### src/rtl/fir_pkg.sv
// rtl/fir_pkg.sv - FIR datapath widths, saturation bounds and round/saturate helpers
// Helpers work on a 128-bit signed value so any output stage can reuse them.
package fir_pkg;

  localparam int S_WIDTH_DEF = 24;
  localparam int C_WIDTH_DEF = 27;
  localparam int P_WIDTH     = C_WIDTH_DEF + S_WIDTH_DEF + 1;
  localparam int TREE_WIDTH  = P_WIDTH + 3;
  localparam int RS_WIDTH    = 128;

  function automatic int p_width(input int s_width, input int c_width);
    return c_width + s_width + 1;
  endfunction

  function automatic int tree_width(input int p);
    return p + 3;
  endfunction

  function automatic int acc_width(input int t, input int passes);
    return t + $clog2(passes);
  endfunction

  function automatic logic signed [RS_WIDTH-1:0] sat_hi(input int out_width);
    return (128'sd1 <<< (out_width - 1)) - 128'sd1;
  endfunction

  function automatic logic signed [RS_WIDTH-1:0] sat_lo(input int out_width);
    return -(128'sd1 <<< (out_width - 1));
  endfunction

  // Round half up, then arithmetic shift; shift == 0 passes the value through.
  function automatic logic signed [RS_WIDTH-1:0] round_shift(
    input logic signed [RS_WIDTH-1:0] x,
    input int shift
  );
    logic signed [RS_WIDTH-1:0] y;
    y = x;
    if (shift > 0) begin
      y = (x + (128'sd1 <<< (shift - 1))) >>> shift;
    end
    return y;
  endfunction

  function automatic logic signed [RS_WIDTH-1:0] rs_val(
    input logic signed [RS_WIDTH-1:0] x,
    input int shift,
    input int out_width
  );
    logic signed [RS_WIDTH-1:0] y;
    y = round_shift(x, shift);
    if (y > sat_hi(out_width)) begin
      y = sat_hi(out_width);
    end else if (y < sat_lo(out_width)) begin
      y = sat_lo(out_width);
    end
    return y;
  endfunction

  function automatic logic rs_ovf(
    input logic signed [RS_WIDTH-1:0] x,
    input int shift,
    input int out_width
  );
    logic signed [RS_WIDTH-1:0] y;
    y = round_shift(x, shift);
    return (y > sat_hi(out_width)) || (y < sat_lo(out_width));
  endfunction

endpackage

### src/rtl/compmul_accum_lane.sv
// rtl/compmul_accum_lane.sv - one component: 3-stage adder tree, beat accumulator, round/saturate
// Beat control (v3, first, last) comes from the top so I and Q stay in lockstep.
module compmul_accum_lane
  import fir_pkg::*;
#(
  parameter int P         = 52,
  parameter int T         = 55,
  parameter int A         = 58,
  parameter int OUT_WIDTH = 24,
  parameter int SHIFT     = 30
) (
  input  logic                        clk,
  input  logic                        reset,
  input  logic signed [P-1:0]         r0,
  input  logic signed [P-1:0]         r1,
  input  logic signed [P-1:0]         r2,
  input  logic signed [P-1:0]         r3,
  input  logic signed [P-1:0]         r4,
  input  logic                        v3,
  input  logic                        first,
  input  logic                        last,
  output logic signed [OUT_WIDTH-1:0] out,
  output logic                        sat
);

  logic signed [T-1:0] s01, s23, s4;
  logic signed [T-1:0] s0123, s4d;
  logic signed [T-1:0] sum;
  logic signed [A-1:0] acc;
  logic signed [A-1:0] sum_a;
  logic signed [A-1:0] total;

  // Tree loads every cycle; validity travels separately in the top.
  always_ff @(posedge clk) begin
    if (!reset) begin
      s01   <= '0;
      s23   <= '0;
      s4    <= '0;
      s0123 <= '0;
      s4d   <= '0;
      sum   <= '0;
    end else begin
      s01   <= T'(r0) + T'(r1);
      s23   <= T'(r2) + T'(r3);
      s4    <= T'(r4);
      s0123 <= s01 + s23;
      s4d   <= s4;
      sum   <= s0123 + s4d;
    end
  end

  assign sum_a = A'(sum);
  assign total = first ? sum_a : acc + sum_a;
  assign sat   = last & rs_ovf(RS_WIDTH'(total), SHIFT, OUT_WIDTH);

  always_ff @(posedge clk) begin
    if (!reset) begin
      acc <= '0;
      out <= '0;
    end else begin
      if (v3) begin
        acc <= total;
      end
      if (last) begin
        out <= OUT_WIDTH'(rs_val(RS_WIDTH'(total), SHIFT, OUT_WIDTH));
      end
    end
  end

endmodule

### src/rtl/compmul_accum.sv
// rtl/compmul_accum.sv - reduce five complex products per beat and accumulate PASSES beats per sample
// Owns the valid pipeline and beat counter shared by the I and Q lanes.
module compmul_accum
  import fir_pkg::*;
#(
  parameter int S_WIDTH   = 24,
  parameter int C_WIDTH   = 27,
  parameter int PASSES    = 8,
  parameter int OUT_WIDTH = 24,
  parameter int SHIFT     = 30
) (
  input  logic                             clk,
  input  logic                             reset,
  input  logic                             busy_in,
  input  logic signed [C_WIDTH+S_WIDTH:0]  r0I,
  input  logic signed [C_WIDTH+S_WIDTH:0]  r1I,
  input  logic signed [C_WIDTH+S_WIDTH:0]  r2I,
  input  logic signed [C_WIDTH+S_WIDTH:0]  r3I,
  input  logic signed [C_WIDTH+S_WIDTH:0]  r4I,
  input  logic signed [C_WIDTH+S_WIDTH:0]  r0Q,
  input  logic signed [C_WIDTH+S_WIDTH:0]  r1Q,
  input  logic signed [C_WIDTH+S_WIDTH:0]  r2Q,
  input  logic signed [C_WIDTH+S_WIDTH:0]  r3Q,
  input  logic signed [C_WIDTH+S_WIDTH:0]  r4Q,
  output logic signed [OUT_WIDTH-1:0]      outI,
  output logic signed [OUT_WIDTH-1:0]      outQ,
  output logic                             out_valid,
  output logic                             out_sat,
  output logic                             sat_sticky
);

  localparam int P  = p_width(S_WIDTH, C_WIDTH);
  localparam int T  = tree_width(P);
  localparam int A  = acc_width(T, PASSES);
  localparam int CW = (PASSES > 1) ? $clog2(PASSES) : 1;

  logic          v1, v2, v3;
  logic [CW-1:0] beat_cnt;
  logic          first, last;
  logic          sat_i, sat_q;

  assign first = (beat_cnt == '0);
  assign last  = v3 && (beat_cnt == CW'(PASSES - 1));

  // Idle cycles freeze beat_cnt so a partial frame resumes after any gap.
  always_ff @(posedge clk) begin
    if (!reset) begin
      v1         <= 1'b0;
      v2         <= 1'b0;
      v3         <= 1'b0;
      beat_cnt   <= '0;
      out_valid  <= 1'b0;
      out_sat    <= 1'b0;
      sat_sticky <= 1'b0;
    end else begin
      v1 <= busy_in;
      v2 <= v1;
      v3 <= v2;
      if (v3) begin
        beat_cnt <= last ? '0 : beat_cnt + 1'b1;
      end
      out_valid  <= last;
      out_sat    <= sat_i | sat_q;
      sat_sticky <= sat_sticky | sat_i | sat_q;
    end
  end

  compmul_accum_lane #(
    .P(P), .T(T), .A(A), .OUT_WIDTH(OUT_WIDTH), .SHIFT(SHIFT)
  ) u_lane_i (
    .clk(clk), .reset(reset),
    .r0(r0I), .r1(r1I), .r2(r2I), .r3(r3I), .r4(r4I),
    .v3(v3), .first(first), .last(last),
    .out(outI), .sat(sat_i)
  );

  compmul_accum_lane #(
    .P(P), .T(T), .A(A), .OUT_WIDTH(OUT_WIDTH), .SHIFT(SHIFT)
  ) u_lane_q (
    .clk(clk), .reset(reset),
    .r0(r0Q), .r1(r1Q), .r2(r2Q), .r3(r3Q), .r4(r4Q),
    .v3(v3), .first(first), .last(last),
    .out(outQ), .sat(sat_q)
  );

endmodule

### config.mk
export PLATFORM = sky130hd
export DESIGN_NAME = compmul_accum
export DESIGN_NICKNAME = d
export VERILOG_FILES = /design/src/rtl/fir_pkg.sv /design/src/rtl/compmul_accum_lane.sv /design/src/rtl/compmul_accum.sv
export SDC_FILE = /design/constraint.sdc
export NUM_CORES = 2
export LEC_CHECK = 0
export CORE_MARGIN = 2
export CORE_UTILIZATION = 40
export CTS_BUF_LIST = sky130_fd_sc_hd__clkbuf_8
export CTS_CLUSTER_SIZE = 14
export DETAILED_ROUTE_END_ITERATION = 10
export GPL_TIMING_DRIVEN = 0
export PLACE_DENSITY = 0.63
export SLEW_MARGIN = 20
export SYNTH_ARGS = -nofsm -noshare
export SYNTH_HDL_FRONTEND = slang
export SYNTH_HIERARCHICAL = 1
export SYNTH_SLANG_ARGS = --single-unit
export TNS_END_PERCENT = 30
### constraint.sdc
create_clock -name clk -period 4.65 [get_ports clk]
set_clock_uncertainty 0.1 [all_clocks]
set_input_delay 0.465 -clock clk [delete_from_list [all_inputs] [get_ports clk]]
set_output_delay 0.465 -clock clk [all_outputs]
set_load 0.02 [all_outputs]
==> metrics.txt <==
# TYPE chip_impl_metric gauge
chip_impl_metric{name="post_synth_num_cell_types",unit=""} 128
chip_impl_metric{name="final_layout_size_suffix_gt1_share",unit="%"} 8.87
chip_impl_metric{name="power_density",unit="nW/um^2"} 330
chip_impl_info{name="violations",value="setup timing"} 1
chip_impl_metric{name="final_cell_area",unit="um^2"} 65600
chip_impl_metric{name="cts_hold_bufs",unit=""} 0
chip_impl_metric{name="synthesis.area_per_instance",unit="um^2"} 8.32
chip_impl_metric{name="timing.critical_path.required",unit="ps"} 5280
chip_impl_metric{name="worst_rel_slew_slack",unit="%"} 23.7
chip_impl_metric{name="cts_made_buffers",unit=""} 145
chip_impl_info{name="synthMostInstantiatedCell",value="dfxtp_1"} 1
chip_impl_metric{name="multiInputGateArea",unit="um^2"} 35800
chip_impl_metric{name="global_route.overflow_total",unit=""} 0
chip_impl_metric{name="final.setup.worst_slack",unit="ps"} -506
chip_impl_info{name="postSynth.topFlopCell",value="dfxtp_1"} 1
chip_impl_metric{name="critPathArrivalTime",unit="ps"} 5790
chip_impl_metric{name="synth_enable_flop_cells",unit=""} 0
chip_impl_metric{name="netlist_instances",unit=""} 6313
chip_impl_info{name="outcome",value="finished with violations"} 1
chip_impl_metric{name="total_power",unit="mW"} 21.6
chip_impl_info{name="cp_cell_sequence",value="ha_4 > buf_4 > buf_4 > a211oi_1 > nor4_1 > nor2_2 > nand3_2 > and2_1 > o211ai_1 > o221ai_2 > nor4b_4 > and2_4 > nand2_4 > o32a_1 > o21a_1 > o31ai_4 > inv_1 > o21a_4 > o31a_1"} 1
chip_impl_metric{name="irDropWorstVdd",unit="mV"} 0.254
chip_impl_info{name="timing_worst_setup_path_type",value="register to register"} 1
chip_impl_metric{name="core_area",unit="um^2"} 130000
chip_impl_info{name="synth_area_leader_cell",value="dfxtp_1"} 1
chip_impl_info{name="crit_top_cell",value="buf_4"} 1
chip_impl_metric{name="initial_antenna_violation_count",unit=""} 27
chip_impl_info{name="critPathLaunchType",value="register"} 1
chip_impl_metric{name="firstDrtPassIters",unit=""} 6
chip_impl_metric{name="grt_max_degree",unit=""} 17
chip_impl_info{name="cts_tree",value="done"} 1
chip_impl_metric{name="post-place-cells",unit=""} 8629
chip_impl_metric{name="ant_nets",unit=""} 0
chip_impl_metric{name="post-place-ws",unit="ps"} -2670
chip_impl_metric{name="transition_time_of_the_tightest_slew_check_pin",unit="ps"} 1140
chip_impl_metric{name="clock_sink_count",unit=""} 813
chip_impl_metric{name="synth_nets",unit=""} 7387
chip_impl_metric{name="final-hold-violation-count",unit=""} 0
chip_impl_metric{name="fin_cells",unit=""} 8978
chip_impl_metric{name="postLayoutCoreUtil",unit="%"} 50.4
chip_impl_metric{name="core.rowCount",unit=""} 132
chip_impl_metric{name="gp_routability_congestion",unit=""} 0.991
chip_impl_metric{name="wl",unit="um"} 183000
chip_impl_metric{name="placed_cell_area",unit="um^2"} 60500
chip_impl_metric{name="initialDrtViolationCount",unit=""} 2972
chip_impl_metric{name="die_width",unit="um"} 366
chip_impl_metric{name="setup_viol",unit=""} 49
chip_impl_metric{name="clk_latency",unit="ps"} 870
chip_impl_metric{name="routed-via-count",unit=""} 49100
chip_impl_info{name="standard_cell_with_the_maximum_stage_delay_on_the_critical_path",value="a211oi_1"} 1
chip_impl_metric{name="synthesized_cell_area",unit="um^2"} 52600
chip_impl_metric{name="start_util",unit="%"} 40.4
chip_impl_metric{name="synth_warnings",unit=""} 6
chip_impl_metric{name="number_of_placed_i_o_pins",unit=""} 574
chip_impl_info{name="unrepaired_setup_endpoints_after_global_routing",value="yes"} 1
chip_impl_metric{name="dieHeight",unit="um"} 366
chip_impl_metric{name="routedWlPerCell",unit="um"} 20.4
chip_impl_info{name="worst_path_dominant_cell_family",value="compound AO/OA/AOI/OAI gates"} 1
chip_impl_metric{name="power.static_leakage",unit="nW"} 28.4
chip_impl_metric{name="ys_seq_elements",unit=""} 813
chip_impl_metric{name="cts.htree.levels",unit=""} 4
chip_impl_metric{name="final.hold.worst_slack",unit="ps"} 86.6
chip_impl_metric{name="synthArstFlopShare",unit="%"} 0
chip_impl_metric{name="drv_cap",unit=""} 0
chip_impl_info{name="type_of_the_tightest_min_delay_check",value="primary input to register"} 1
chip_impl_metric{name="critical_path_fanouts_max",unit=""} 5
chip_impl_metric{name="drt-vias-per-instance",unit=""} 5.47
chip_impl_metric{name="critical_path_buf_inv_count",unit=""} 3
chip_impl_metric{name="min_period_over_period",unit="%"} 111
chip_impl_metric{name="clockBufferDepth",unit=""} 3
chip_impl_info{name="end_kind",value="register"} 1
chip_impl_info{name="synth.area.top_cells",value="dfxtp_1, ha_1, nor2_1"} 1
chip_impl_metric{name="detail_route.drc_violations",unit=""} 0
chip_impl_metric{name="num-fill-cells",unit=""} 12500
chip_impl_info{name="clock_tree.root_cell",value="clkbuf_8"} 1
chip_impl_metric{name="io_buffer_count",unit=""} 573
chip_impl_metric{name="worst_path_largest_cell_delay",unit="ps"} 420
chip_impl_info{name="synthTopCellsByCount",value="dfxtp_1, nor2_1, a21oi_1"} 1
chip_impl_metric{name="worst_setup_hold_path_clk_slew",unit="ps"} 60
chip_impl_metric{name="floorplan.die_area",unit="um^2"} 134000
chip_impl_metric{name="synth_largest_type_area_fraction",unit="%"} 31.0
chip_impl_metric{name="register_area",unit="um^2"} 16300
chip_impl_metric{name="areaGrowthSynthToFinish",unit="%"} 24.8
chip_impl_metric{name="hpwlAfterDp",unit="um"} 147000
chip_impl_metric{name="finalWorstPathRequiredPeriod",unit="ps"} 5160
chip_impl_metric{name="first_global_vias",unit=""} 48700
chip_impl_metric{name="timing_max_transition_violations_final",unit=""} 0
chip_impl_metric{name="fmaxAchievable",unit="GHz"} 0.194
chip_impl_metric{name="seq_area_frac_synth",unit="%"} 31.0
chip_impl_metric{name="grt_pass1_wl",unit="um"} 278000
chip_impl_metric{name="finalNetCount",unit=""} 8186
chip_impl_metric{name="setup-tns-final",unit="ps"} -17970
chip_impl_metric{name="global_route.usage.total",unit="%"} 26.4
==> per-layer routing <==
layer,track usage [%],part of all wire (%),vias up
li1,-,-,24300
met1,31.7,42,22800
met2,45.3,47,1583
met3,6.45,7.5,345
met4,10.1,3.5,40
met5,0,0.15,-
==> worst reg2reg max path: cells and delay by family, from the launching register on <==
kind	cells	cell delay (ps)
compound gates	8	2470
simple gates	7	1630
buf+inv	3	340
flops	1	330
fa+ha+maj	1	160
==> power breakdown <==
part	internal (mW)	switching [mW]	leakage, nW
Combinational	2.81	3.72	19.9
Clock	3.80	3.17	1.72
Sequential	7.72	0.424	6.71
==> cell type report <==
class | instances | area share, %
tap | 1742 | 3.32
timing repair buffer | 657 | 9.90
multi-input combinational | 5100 | 54.6
buffer | 212 | 1.52
inverter | 183 | 1.05
clock inverter | 84 | 0.960
sequential | 813 | 24.9
antenna | 9 | 0.0343
clock buffer | 178 | 3.74
==> placed cells by master, fill, tap and decap left out, types with 105 or more instances in the layout <==
cell	Yosys	routed
a21o_1	298	297
a21oi_1	572	557
and2_1	278	275
clkbuf_1	170	146
clkbuf_8	0	178
clkdlybuf4s50_1	0	573
dfxtp_1	813	802
ha_1	541	524
inv_1	179	218
nand2_1	396	394
nand3_1	106	105
nor2_1	776	768
o21ai_0	295	284
xnor2_1	245	242
xor2_1	196	194
==> registers in the layout, summed over array words and instances, names as in the netlist, 3 cells and up <==
| name | cells |
|---|---|
| beat_cnt | 3 |
| u_lane_i/acc | 58 |
| u_lane_i/out | 24 |
| u_lane_i/s01 | 53 |
| u_lane_i/s0123 | 55 |
| u_lane_i/s23 | 53 |
| u_lane_i/s4 | 52 |
| u_lane_i/s4d | 52 |
| u_lane_i/sum | 55 |
| u_lane_q/acc | 58 |
| u_lane_q/out | 24 |
| u_lane_q/s01 | 53 |
| u_lane_q/s0123 | 55 |
| u_lane_q/s23 | 53 |
| u_lane_q/s4 | 52 |
| u_lane_q/s4d | 52 |
| u_lane_q/sum | 55 |
==> what timing repair did <==
| item | CTS | global route |
|---|---|---|
| gates cloned | 4 | 0 |
| resized for setup | 241 | 40 |
| buffers inserted | 73 | 6 |
| setup endpoints to repair | 132 | 85 |
| pin swaps | 79 | 16 |
==> cell families after synthesis <==
group                    count (synthesis)  share of synthesized area (%)
AND/OR/NAND/NOR                       2191                           20.7
XOR/XNOR                               441                           7.35
flip-flops                             813                           31.0
adder cells (fa/ha/maj)                551                           13.3
buffers and inverters                  400                           3.07
multiplexers                            60                           1.18
AO/OA/AOI/OAI                         1857                           23.4
==> final timing paths <==
path | start | to | slack, ps | depth (start not counted)
worst min register to register | u_lane_q/s4[30]$_SDFF_PN0_ | u_lane_q/s4d[30]$_SDFF_PN0_ | 320 | 1
worst max register to register | u_lane_i/sum[0]$_SDFF_PN0_ | sat_sticky$_SDFF_PN0_ | -510 | 19
worst max-delay path | u_lane_i/sum[0]$_SDFF_PN0_ | sat_sticky$_SDFF_PN0_ | -510 | 19
worst min-delay path | r4I[23] | u_lane_i/s4[23]$_SDFF_PN0_ | 90 | 2
(Power assumes the default switching activity.)
